### src/rtl/dmem_responder.sv
// Multi-cycle data-memory responder for the MEM stage: latches a request, holds
// stall for LATENCY+1 cycles, then pulses ready (and err) for one cycle.
module dmem_responder #(
    parameter int DATA_WIDTH = 32,
    parameter int ADDR_BITS  = 4,
    parameter int LATENCY    = 2
) (
    input  logic                  clk,
    input  logic                  reset,
    input  logic                  mem_read,
    input  logic                  mem_write,
    input  logic [31:0]           addr,
    input  logic [DATA_WIDTH-1:0] write_data,
    output logic [DATA_WIDTH-1:0] read_data,
    output logic                  ready,
    output logic                  stall,
    output logic                  err
);

    localparam int         DEPTH    = 1 << ADDR_BITS;
    localparam logic [1:0] S_IDLE   = 2'd0;
    localparam logic [1:0] S_BUSY   = 2'd1;
    localparam logic [1:0] S_DONE   = 2'd2;
    localparam logic [3:0] CNT_LOAD = 4'(LATENCY - 1);

    logic [1:0]            state_q, state_d;
    logic [3:0]            cnt_q, cnt_d;
    logic                  op_wr_q, op_wr_d;
    logic [ADDR_BITS-1:0]  idx_q, idx_d;
    logic [DATA_WIDTH-1:0] wdata_q, wdata_d;
    logic                  errp_q, errp_d;
    logic [DATA_WIDTH-1:0] rdata_q, rdata_d;
    logic                  ready_q, ready_d;
    logic                  err_q, err_d;
    logic [DATA_WIDTH-1:0] mem_q [DEPTH];
    logic                  mem_we_s;
    logic                  req_s;
    logic                  stall_s;
    logic                  addr_unused_s;

    assign req_s         = mem_read | mem_write;
    assign addr_unused_s = ^addr[31:ADDR_BITS+2];

    // Next-state logic for the request FSM and its latched request copy.
    always_comb begin
        state_d  = state_q;
        cnt_d    = cnt_q;
        op_wr_d  = op_wr_q;
        idx_d    = idx_q;
        wdata_d  = wdata_q;
        errp_d   = errp_q;
        rdata_d  = rdata_q;
        ready_d  = 1'b0;
        err_d    = 1'b0;
        mem_we_s = 1'b0;
        stall_s  = 1'b0;
        case (state_q)
            S_IDLE: begin
                // Stall is combinational here so the pipeline freezes the same cycle.
                stall_s = req_s;
                if (req_s) begin
                    op_wr_d = mem_write;
                    idx_d   = addr[ADDR_BITS+1:2];
                    wdata_d = write_data;
                    errp_d  = (addr[1:0] != 2'b00) | (mem_read & mem_write);
                    cnt_d   = CNT_LOAD;
                    state_d = S_BUSY;
                end else begin
                    state_d = S_IDLE;
                end
            end
            S_BUSY: begin
                stall_s = 1'b1;
                if (cnt_q != 4'd0) begin
                    cnt_d = cnt_q - 4'd1;
                end else begin
                    state_d = S_DONE;
                    ready_d = 1'b1;
                    err_d   = errp_q;
                    if (op_wr_q) begin
                        mem_we_s = 1'b1;
                    end else begin
                        rdata_d = mem_q[idx_q];
                    end
                end
            end
            S_DONE: begin
                state_d = S_IDLE;
            end
            default: begin
                state_d = S_IDLE;
            end
        endcase
    end

    // FSM, request latch and registered outputs.
    always_ff @(posedge clk or posedge reset) begin
        if (reset) begin
            state_q <= S_IDLE;
            cnt_q   <= 4'd0;
            op_wr_q <= 1'b0;
            idx_q   <= '0;
            wdata_q <= '0;
            errp_q  <= 1'b0;
            rdata_q <= '0;
            ready_q <= 1'b0;
            err_q   <= 1'b0;
        end else begin
            state_q <= state_d;
            cnt_q   <= cnt_d;
            op_wr_q <= op_wr_d;
            idx_q   <= idx_d;
            wdata_q <= wdata_d;
            errp_q  <= errp_d;
            rdata_q <= rdata_d;
            ready_q <= ready_d;
            err_q   <= err_d;
        end
    end

    // Storage array; reset clears every word and discards any in-flight write.
    always_ff @(posedge clk or posedge reset) begin
        if (reset) begin
            for (int i = 0; i < DEPTH; i++) begin
                mem_q[i] <= '0;
            end
        end else if (mem_we_s) begin
            mem_q[idx_q] <= wdata_q;
        end
    end

    assign stall     = stall_s & ~reset;
    assign read_data = rdata_q;
    assign ready     = ready_q;
    assign err       = err_q;

endmodule

### config.mk
export PLATFORM = sky130hd
export DESIGN_NAME = dmem_responder
export DESIGN_NICKNAME = d
export VERILOG_FILES = /design/src/rtl/dmem_responder.sv
export SDC_FILE = /design/constraint.sdc
export NUM_CORES = 1
export LEC_CHECK = 0
export BUFFER_PORTS_ARGS = -buffer_cell sky130_fd_sc_hd__clkbuf_2
export CAP_MARGIN = 20
export CORE_AREA = 2 2 273 275
export CTS_CLUSTER_SIZE = 24
export DETAILED_ROUTE_END_ITERATION = 7
export DIE_AREA = 0 0 275 277
export PLACE_DENSITY_LB_ADDON = 0.25
export SYNTH_ARGS = -nofsm -noshare
export SYNTH_HDL_FRONTEND = slang
export SYNTH_SLANG_ARGS = --single-unit
### constraint.sdc
create_clock -name clk -period 16.2 [get_ports clk]
set_clock_uncertainty 0.2 [all_clocks]
set_input_delay 0.81 -clock clk [delete_from_list [all_inputs] [get_ports clk]]
set_output_delay 0.81 -clock clk [all_outputs]
set_load 0.02 [all_outputs]
* Word level (Yosys, flattened, before mapping)
Index checks and enable logic that the tools add are counted.
** Cells by class
- Order comparisons :: 2
- Bitwise operators :: 8
- Muxes and demuxes :: 20
- Add/subtract/negate cells :: 1
- Equality and inequality tests :: 4
- Reductions and logical operators :: 8
** Operator list (number)
- $bwmux W512 :: 1
- $bmux W32 S4 :: 1
- $demux W32 S4 :: 1
- $mux W32 :: 3
- $mux W1 :: 8
- $mux W4 :: 2
- $pmux W4 S2 :: 1
- $ne A2 B2 Y1 const B :: 3
- $reduce_and A3 Y1 :: 2
- $ge A5 B5 Y1 const B :: 1
- $lt A5 B1 Y1 const B :: 1
- $not A4 Y5 :: 1
- $pmux W2 S2 :: 1
- $reduce_bool A2 Y1 :: 2
- $reduce_bool A4 Y1 :: 1
- $sub A4 B1 Y4 const B :: 1
- $not A1 Y1 :: 3
- $and A1 B1 Y1 :: 2
- $eq A2 B1 Y1 const B :: 1
- $logic_not A2 Y1 :: 1
- $mux W2 :: 1
- $or A1 B1 Y1 :: 2
- $pmux W1 S2 :: 1
- $reduce_and A2 Y1 :: 1
- $logic_and A1 B1 Y1 :: 1
** Word-level totals
- Output and inout bits :: 35
- Register bits :: 590
- Logic and storage cells :: 68

* Depth between registers and ports, before layout
- Depth after elaboration :: 6
- Gate-level depth with buffers :: 8
- Mapped depth without buffers :: 6

* Worst setup path after synthesis
No wires, ideal clock.
- Kind :: flip-flop to flip-flop
- Start :: reg cnt_q[0]
- End :: reg mem_q[0] in the netlist's numbering
- Cell stages (with the launch flop) :: 8
- Arrival time :: 1.995 ns
- Path slack :: 13.881 ns
- Data required time :: 15.875 ns
- Path buffers :: 1
- Setup time :: 0.125 ns
- Cell sequence :: dfrtp_1 -> inv_1 -> ha_1 -> nor3b_4 -> nand4_4 -> nor2_4 -> buf_6 -> mux2_2
** Between the ends
- Longest elaborated chain between the ends :: 3
** Ends and longest elaborated chain
- start, declared :: line 27 : logic [3:0] cnt_q, cnt_d;
- start signal, assigned :: line 110 : cnt_q <= cnt_d;
- $reduce_bool A4 Y1 :: line 74 : if (cnt_q != 4'd0) begin
- $mux W1 :: line 74
- $mux W1 :: line 57 : case (state_q)
- end signal, assigned by index :: line 128 : mem_q[idx_q] <= wdata_q;
- end, declared :: line 35 : logic [DATA_WIDTH-1:0] mem_q [DEPTH];
No other way between the ends.
A chain may end at the register's enable or synchronous reset.

* Worst setup path after layout
- Start :: reg idx_q[2]
- End :: reg mem_q[279] in the netlist's numbering
** Between the ends
- Longest elaborated chain between the ends :: 6
- Elaborated cells between the ends (all ways) :: 7
- Those cells by class :: 2 x order compare; 3 x mux; 1 x bitwise; 1 x reduce/logical
** Ends and longest elaborated chain
- start, declared :: line 29 : logic [ADDR_BITS-1:0] idx_q, idx_d;
- start signal, assigned :: line 112 : idx_q <= idx_d;
- $not A4 Y5 (implied by the code) * :: line 128
- $ge A5 B5 Y1 (implied by the code) / $lt A5 B1 Y1 (equally long branches) :: line 128
- $logic_and A1 B1 Y1 (implied by the code) :: line 128
- $mux W32 (implied by the code) :: line 128
- $demux W32 S4 * :: line 128
- $bwmux W512 * :: line 128
Every way passes the cells marked *; elsewhere a longest branch is shown, timed or not.

==> impl_metrics.csv <==
group,metric,value,unit
global_route,grt-ovfl-total,0,
synthesis,yosys.area.top_type,"dfrtp_1",
sta,fmax,257,MHz
synthesis,syn-num-nets,1661,
floorplan,rows,100,
floorplan,die_area,76200,um2
floorplan,die-height,277,um
sta,period_minus_slack,3.89,ns
synthesis,syn_area,26200,um2
detailed_routing,wire_per_inst,23.4,um
sta,relSlewSlack,0.275,
synthesis,syn_inst,1592,
worst_setup_path,setup.worst_path.end_class,"flip-flop",
clock_network,cts_buffer_depth,3,
clock_network,htreeDepth,2,
placed_design,place_area,27200,um2
detailed_routing,first_iter_violations,827,
detailed_routing,wl,61.9,mm
clock_network,clkSinkCount,590,
detailed_routing,route.detailed.drc,0,
cells_and_area,drive_gt1_frac,0.541,
sta,grt_setup_unrepaired,"no",
clock_network,holdBufCountCts,0,
worst_setup_path,cp_max_fo,37,
clock_network,clk-insertion-delay-late,0.64,ns
sta,fin_ws,12.31,ns
sta,fin_crit_sh,0.240,
worst_setup_path,cp_cell_sequence,"buf_4, nand2b_2, buf_4, nor2_4, buf_4, mux2_2",
global_route,track_usage,0.167,
worst_setup_path,required,16.51,ns
synthesis,ys_warn_count,0,
pwr,p_leak,0.0136,uW
cells_and_area,fin_nets,1698,
detailed_routing,dr.pass1.iters,4,
clock_network,cts_tree,"done",
synthesis,ys_seq_area_frac,0.564,
hold_path,hp-start,"write_data[18]",
pwr,ir_drop,0.108,mV
hold_path,hold-path-endpoint,"wdata_q[18]$_DFFE_PP0P_",
synthesis,synth_edf_count,0,
worst_setup_path,cpLargestDelayFamily,"buffers and inverters",
worst_setup_path,startpoint_type,"flip-flop",
hold_path,hold_path.class,"primary input to flip-flop",
synthesis,syn_area_per_cell,16.5,um2
cells_and_area,layout_common_cells,"dfrtp_1, mux2_2, mux4_2",
placed_design,place_worst_setup_slack,12.16,ns
worst_setup_path,cp_common_cell,"buf_4",
sta,setup_viol,0,
worst_setup_path,crit_type,"flip-flop to flip-flop",
floorplan,core,73600,um2
run,cap_violations,0,
synthesis,ys.flop_type,"dfrtp_1",
worst_setup_path,r2r_start,"idx_q[2]$_DFFE_PP0P_",
clock_network,cts_resized,0,
sta,final-hold-violation-count,0,
floorplan,chipWidth,275,um
global_route,grt_max_degree,180,
worst_setup_path,slowest_delay,0.68,ns
run_status,status,"completed",
global_route,grt_antenna_before_repair,0,
worst_setup_path,r2r_cells,6,
cells_and_area,synthToLayoutAreaGrowth,11.5,%
sta,setup-tns-final,0,ns
clock_network,numCtsBuffers,61,
cells_and_area,finalInstanceArea,29200,um2
cells_and_area,mostFrequentLayoutCell,"dfrtp_1",
floorplan,ioPinCount,103,
worst_setup_path,worstReg2RegEnd,"mem_q[279]$_DFFE_PP0P_",
synthesis,synthArstFlopShare,1.00,
global_route,grt_pass1_vias,15400,
worst_setup_path,reg2reg_slack,12.31,ns
synthesis,synth_top_area_frac,0.564,
cells_and_area,final_util,0.397,
global_route,grt_pass1_wl,96.9,mm
synthesis,ys_ff_latch,590,
detailed_routing,vias,13900,
synthesis,synthDistinctLibCells,33,
cells_and_area,n_antenna_cell,0,
worst_setup_path,cp.buffers_inverters,3,
pwr,power.density,171,nW/um2
hold_path,hold_depth,2,
clock_network,root_buffer,"clkbuf_16",
worst_setup_path,cp_slowest_cell,"nor2_4",
detailed_routing,ant_nets,0,
detailed_routing,viasPerCell,5.25,
pwr,power.total,4980,uW
worst_setup_path,arrival,4.21,ns
sta,maxSlewViolCount,0,
placed_design,port_buffers,76,
placed_design,routabilityCongestion,0.698,
clock_network,postCtsSetupRepairBufs,0,
placed_design,hpwl,35.2,mm
clock_network,cts.clk_slew.worst_paths,0.07,ns
floorplan,start_util,0.356,
sta,tightest_slew,1.08,ns
synthesis,synth.area.top_cells,"dfrtp_1, mux2_2, mux4_2, buf_6, mux2_1",
## where the power goes
| part | total (uW) | internal [uW] | switching (uW) |
|---|---|---|---|
| combinational | 1350 | 704 | 643 |
| sequential | 2250 | 1840 | 407 |
| clock | 1390 | 794 | 595 |
| total | 4980 | 3340 | 1640 |
## cell families after synthesis
kind of cell	count (synthesis)	share of synthesized area
compound gates	101	0.0226
flops	590	0.564
fa+ha+maj	1	0.000478
xor+xnor	2	0.000669
buf+inv	140	0.0353
mux	710	0.360
simple gates	48	0.0169
## cell usage after synthesis, types with 2 or more instances
master    instances
buf_6            48
o22ai_1          64
nor3_1            3
nand3_1           3
mux4_2          128
nand4_4           4
o21ai_0           2
dfrtp_1         590
mux2_2          546
nand2b_1          3
and2_1            3
mux2_1           36
inv_1             3
clkbuf_1         65
buf_4             4
buf_2            19
a21oi_1          32
xnor2_1           2
nor2_1            5
nand2_1           2
nor2b_1           3
nor2_4           16
## worst max-delay path by stage
stage | startpoint | to | slack (ns) | cells after the start
after floorplan | reset | cnt_q[0]$_DFFE_PP0P_ | 7.15 | 1
after global placement | idx_q[2]$_DFFE_PP0P_ | mem_q[286]$_DFFE_PP0P_ | 12.28 | 6
after detailed placement | reset | mem_q[178]$_DFFE_PP0P_ | 12.16 | 5
after CTS | idx_q[2]$_DFFE_PP0P_ | mem_q[275]$_DFFE_PP0P_ | 12.22 | 6
after global routing | idx_q[0]$_DFFE_PP0P_ | read_data[21]$_DFFE_PP0P_ | 12.07 | 6
final | idx_q[2]$_DFFE_PP0P_ | mem_q[279]$_DFFE_PP0P_ | 12.31 | 6
## final cells by class
class	instances	area [um2]
fill	6748	44400
sequential	590	14800
multi-input combinational	862	10500
clock buffer	94	1790
tap	969	1210
timing repair buffer	111	701
clock inverter	18	189
inverter	3	15.0
## flip-flops by register name (all words and copies together) (netlist names)
signal,count
mem_q,512
read_data,32
wdata_q,32
cnt_q,4
idx_q,4
state_q,2
err,1
errp_q,1
op_wr_q,1
ready,1
## worst reg2reg max path, delay by kind of cell (launching register included)
| family | cells | cell delay (ns) |
|---|---|---|
| buf+inv | 3 | 1.52 |
| flops | 1 | 0.34 |
| mux | 1 | 0.39 |
| simple gates | 2 | 1.32 |
## routing by layer
layer	track usage	wire length [um]	vias to the layer above
li1	-	-	6036
met1	0.216	26900	7569
met2	0.288	31300	200
met3	0.0290	2120	90
met4	0.0456	1570	0
met5	0	0	-
## stage by stage
step                hold WS, ns  std cells
floorplan                 0.242       1592
global placement          0.262       2533
detailed placement        0.269       2533
CTS                       0.163       2645
global route              0.174       2647
finish                    0.198       2647
No activity file was read; power rests on OpenSTA's default activity.
